==> config.mk <==
export PLATFORM = sky130hd
export DESIGN_NAME = monitor_tx_framer
export DESIGN_NICKNAME = d
export VERILOG_FILES = /design/src/rtl/monitor_tx_framer.sv
export SDC_FILE = /design/constraint.sdc
export NUM_CORES = 1
export LEC_CHECK = 0
export ABC_AREA = 1
export CAP_MARGIN = 5
export CELL_PAD_IN_SITES_DETAIL_PLACEMENT = 2
export CELL_PAD_IN_SITES_GLOBAL_PLACEMENT = 2
export CORE_MARGIN = 5
export CORE_UTILIZATION = 29
export DETAILED_ROUTE_END_ITERATION = 12
export PLACE_DENSITY = 0.88
export SYNTH_ARGS = -nofsm -noshare
export SYNTH_HDL_FRONTEND = slang
export SYNTH_SLANG_ARGS = --single-unit
export TNS_END_PERCENT = 100
==> constraint.sdc <==
create_clock -name i_CLK -period 2.4 [get_ports i_CLK]
set_clock_uncertainty 0.2 [all_clocks]
set_input_delay 0.24 -clock i_CLK [delete_from_list [all_inputs] [get_ports i_CLK]]
set_output_delay 0.24 -clock i_CLK [all_outputs]
set_load 0.01 [all_outputs]
==> src/rtl/monitor_tx_framer.sv <==
// Snapshots LED and seven-segment state and streams it as a framed byte sequence
// over a valid/ready link. Define MONITOR_TX_CHECKSUM_EN to append an XOR checksum byte.
module monitor_tx_framer #(
    parameter int clock   = 50000000,
    parameter int refresh = 10
) (
    input  logic       i_CLK,
    input  logic       i_RST,
    input  logic [9:0] i_LEDS,
    input  logic [6:0] i_7S5,
    input  logic [6:0] i_7S4,
    input  logic [6:0] i_7S3,
    input  logic [6:0] i_7S2,
    input  logic [6:0] i_7S1,
    input  logic [6:0] i_7S0,
    output logic [7:0] o_DATA,
    output logic       o_VALID,
    input  logic       i_READY,
    output logic       o_BUSY
);

    localparam int P  = clock / refresh;
    localparam int CW = $clog2(P);
    localparam logic [CW-1:0] CNT_MAX = CW'(P - 1);

`ifdef MONITOR_TX_CHECKSUM_EN
    localparam logic [3:0] LAST_IDX = 4'd9;
`else
    localparam logic [3:0] LAST_IDX = 4'd8;
`endif

    localparam logic [0:0] IDLE = 1'b0;
    localparam logic [0:0] SEND = 1'b1;

    // seg[5] is digit 7S5, seg[0] is digit 7S0
    typedef struct packed {
        logic [9:0]      leds;
        logic [5:0][6:0] seg;
    } snap_t;

    snap_t         cur;
    snap_t         snap;
    logic [0:0]    state;
    logic [CW-1:0] cnt;
    logic [3:0]    idx;
    logic          frc;
    logic          start;
    logic          xfer;
    logic [7:0]    byte_mux;

    assign cur   = {i_LEDS, i_7S5, i_7S4, i_7S3, i_7S2, i_7S1, i_7S0};
    assign start = (state == IDLE) && ((cur != snap) || (cnt == CNT_MAX) || frc);
    assign xfer  = (state == SEND) && i_READY;

    always_ff @(posedge i_CLK) begin
        if (i_RST) begin
            state <= IDLE;
            snap  <= '0;
            cnt   <= '0;
            idx   <= '0;
            frc   <= 1'b1;
        end else if (state == IDLE) begin
            if (start) begin
                state <= SEND;
                snap  <= cur;
                cnt   <= '0;
                idx   <= '0;
                frc   <= 1'b0;
            end else if (cnt != CNT_MAX) begin
                cnt <= cnt + CW'(1);
            end
        end else begin
            cnt <= '0;
            if (xfer) begin
                if (idx == LAST_IDX) begin
                    state <= IDLE;
                    idx   <= '0;
                end else begin
                    idx <= idx + 4'd1;
                end
            end
        end
    end

`ifdef MONITOR_TX_CHECKSUM_EN
    logic [7:0] csum;

    always_comb begin
        csum = {6'b0, snap.leds[9:8]} ^ snap.leds[7:0];
        for (int i = 0; i < 6; i++) begin
            csum = csum ^ {1'b0, snap.seg[i]};
        end
    end
`endif

    always_comb begin
        byte_mux = 8'h00;
        case (idx)
            4'd0: byte_mux = 8'hA5;
            4'd1: byte_mux = {6'b0, snap.leds[9:8]};
            4'd2: byte_mux = snap.leds[7:0];
            4'd3: byte_mux = {1'b0, snap.seg[5]};
            4'd4: byte_mux = {1'b0, snap.seg[4]};
            4'd5: byte_mux = {1'b0, snap.seg[3]};
            4'd6: byte_mux = {1'b0, snap.seg[2]};
            4'd7: byte_mux = {1'b0, snap.seg[1]};
            4'd8: byte_mux = {1'b0, snap.seg[0]};
`ifdef MONITOR_TX_CHECKSUM_EN
            4'd9: byte_mux = csum;
`endif
            default: byte_mux = 8'h00;
        endcase
    end

    // Outputs decode straight from state so reset and frame end force 0x00 at once
    assign o_VALID = (state == SEND);
    assign o_BUSY  = (state == SEND);
    assign o_DATA  = (state == SEND) ? byte_mux : 8'h00;

endmodule

==> flow_summary.yaml <==
critical_path:
  worstSetupPathType: "reg -> reg"
  reg2reg_depth: 14
  critPathLaunchType: "flip-flop"
  cp_data_required_time_ns: 2.45
  reg2reg_slack_ns: -0.25
  r2r-end: "snap[49]"
  path_max_fanout: 15
  crit_path_end: "snap[49]"
  arrival_ns: 2.70
  cp-end-kind: "flip-flop"
  startpoint: "snap[36]"
  r2r-start: "snap[36]"
detailed_routing:
  drt_pass1_iterations: 4
  routed-via-count: 5992
  vias_per_cell: 5.33
  drc_errors: 0
  wl_um: 28200
  drt-initial-drc-count: 351
  routedWlPerCell_um: 25.1
  ant_nets: 0
floorplanning:
  coreArea_sq_um: 16300
  start_util: 0.292
  die_h_um: 138
  rows: 47
  die_w_um: 138
  pin_count: 65
  die_area_sq_um: 19100
finish:
  areaGrowthSynthToFinish_pct: 44.2
  fin_nets: 959
  antenna_cells: 0
  stdcell_count: 1124
  fin_util: 0.421
  finish.instance_area_sq_um: 6890
  drive_gt1_frac: 0.213
sta:
  whs_ns: 0.0808
  slew-limit-headroom: 0.511
  tightest_slew_ns: 0.732
  rsz0062_at_grt: "yes"
  drv_slew: 0
  setup_tns_ns: -9.04
  setup_slack_ns: -0.253
  finalSetupViolCount: 64
  min_period_ns: 2.65
  hold_viol_final: 0
  finalCritPeriodShare: 1.11
  max_freq_mhz: 377
grt:
  grt_pass1_vias: 6517
  gr-total-overflow: 0
  grt_max_degree: 41
  antenna_found_initial: 0
  grt_busiest_layer: "met2"
  use_met2: 0.441
  grt.met1_usage: 0.278
  grt_pass1_wl_um: 37400
  met3_usage: 0.0501
  track_usage: 0.248
place:
  dp_hpwl_um: 15100
  placed_area_sq_um: 5830
  io_buffer_count: 64
  routabilityCongestion: 0.835
  placed_cells: 1087
  dp_slack_ns: -0.391
synthesis:
  synthXorXnorAreaFrac: 0.0147
  synth_edf_count: 0
  synth-main-ff-cell: "dfxtp_1"
  synth_top_family_by_area: "simple AND/OR/NAND/NOR gates"
  synth_compound_area_frac: 0.134
  yosysMostFrequentCell: "nand2_1"
  synth.area.top_cells: "dfxtp_1 (34%), nand2_1 (15%), nor2_1 (14%)"
  synth_warnings: 0
  synthDistinctLibCells: 35
  yosysTopAreaCellShare: 0.340
  synthArstFlopShare: 0
  netlist_area_sq_um: 4780
  synth.avg_cell_area_sq_um: 6.03
  synth_commonest_cells: "nand2_1 (190), nor2_1 (182), inv_1 (122), dfxtp_1 (81), o21ai_1 (48)"
  synth-adder-area-share: 0.0131
  yosys.area_share.simple: 0.365
  synth_top_area_cell: "dfxtp_1"
  yosys_register_bits: 81
  syn_nets: 852
  muxShareOfSynthArea: 0
  postSynthCellCount: 792
  seq_area_frac_synth: 0.340
power_and_ir_drop:
  p_leak_nw: 3.02
  power.density_nw_per_um2: 564
  power.total_mw: 3.89
  peakVddDrop_mv: 0.420
cts:
  clock_latency_ns: 0.37
  cts_root_buf: "clkbuf_16"
  cts_htree_levels: 3
  cts_buffer_depth: 2
  cts_tree: "built"
  numCtsBuffers: 9
  clock_sinks: 81
  path_clk_slew_ns: 0.08
min_path:
  whs_path_depth: 3
  hp-class: "in -> reg"
run_status:
  failed_checks: "negative setup slack"
  status: "finished with violations"
flow_run:
  cap_violations: 0
==> logic make-up (layout without fill, tap and decap cells) <==
| group | count (synthesis) | count (layout) |
|---|---|---|
| and+or+nand+nor | 428 | 428 |
| adders and majority gates | 5 | 5 |
| xor gates and xnor gates | 8 | 8 |
| AOI/OAI and AO/OA | 118 | 118 |
| buffers and inverters | 152 | 264 |
| DFF | 81 | 81 |
==> critical path, cell delays in order, from the launching register on <==
cell	delay (ns)
dfxtp_1	0.45
nand2_1	0.11
inv_1	0.10
nor2_1	0.07
nor2_1	0.23
nand2_1	0.12
nor2_1	0.12
nand2_1	0.09
nor2_2	0.16
nand2_2	0.09
nand2_4	0.23
inv_8	0.10
buf_12	0.17
nor2_1	0.18
nor2_1	0.09
==> power by group <==
part | switching, mW | total, mW | leakage (nW) | internal (mW)
Clock | 0.735 | 1.57 | 0.149 | 0.831
Sequential | 0.0965 | 1.52 | 0.674 | 1.42
Combinational | 0.505 | 0.800 | 2.20 | 0.295
==> placed cells by master, fill, tap and decap left out, types with 7 or more instances in the layout <==
cell / synthesis / routed
a21oi_1: 22 / 15
a21oi_2: 1 / 8
buf_4: 6 / 38
clkbuf_16: 0 / 14
clkdlybuf4s50_1: 0 / 54
dfxtp_1: 81 / 65
dfxtp_2: 0 / 13
inv_1: 122 / 113
inv_2: 9 / 11
inv_6: 0 / 7
nand2_1: 190 / 186
nand3_1: 14 / 10
nand4_1: 7 / 7
nor2_1: 182 / 160
nor2_2: 4 / 20
nor2_4: 1 / 7
nor3_1: 12 / 12
o21ai_0: 21 / 16
o21ai_1: 48 / 50
o22ai_2: 0 / 10
==> per-layer routing <==
layer  part of all wire  routed length, um  vias to the layer above
met2               0.51              14300                      224
met4              0.061               1720                        0
li1                   -                  -                     2686
met1               0.39              11000                     2976
met3              0.042               1190                      106
met5                  0                  0                        -
==> cell type report <==
type	count	area, sq um
clock buffer	9	225
timing repair buffer	117	1180
tap	220	275
sequential	81	1650
multi-input combinational	559	2950
fill	1980	9460
inverter	131	522
clock inverter	7	83.8
==> what timing repair did <==
action / 4_1_cts / 5_1_grt
cloned: 0 / 5
pin swaps: 13 / 21
buffers inserted: 7 / 9
hold buffers: 0 / 0
endpoints found under the setup margin: 8 / 80
gates resized for setup: 90 / 83
==> state kept, by name, summed over array words and instances, names as in the netlist <==
register,count
snap,52
cnt,23
idx,4
frc,1
o_BUSY,1
==> worst min path at each step <==
stage	end	startpoint
floorplan	idx[2]	i_RST
detailed placement	snap[15]	snap[15]
global route	snap[30]	i_7S4[2]
finish	snap[30]	i_7S4[2]
CTS	cnt[22]	cnt[22]
global placement	cnt[22]	cnt[22]
Power figures use the tool's default switching activity.
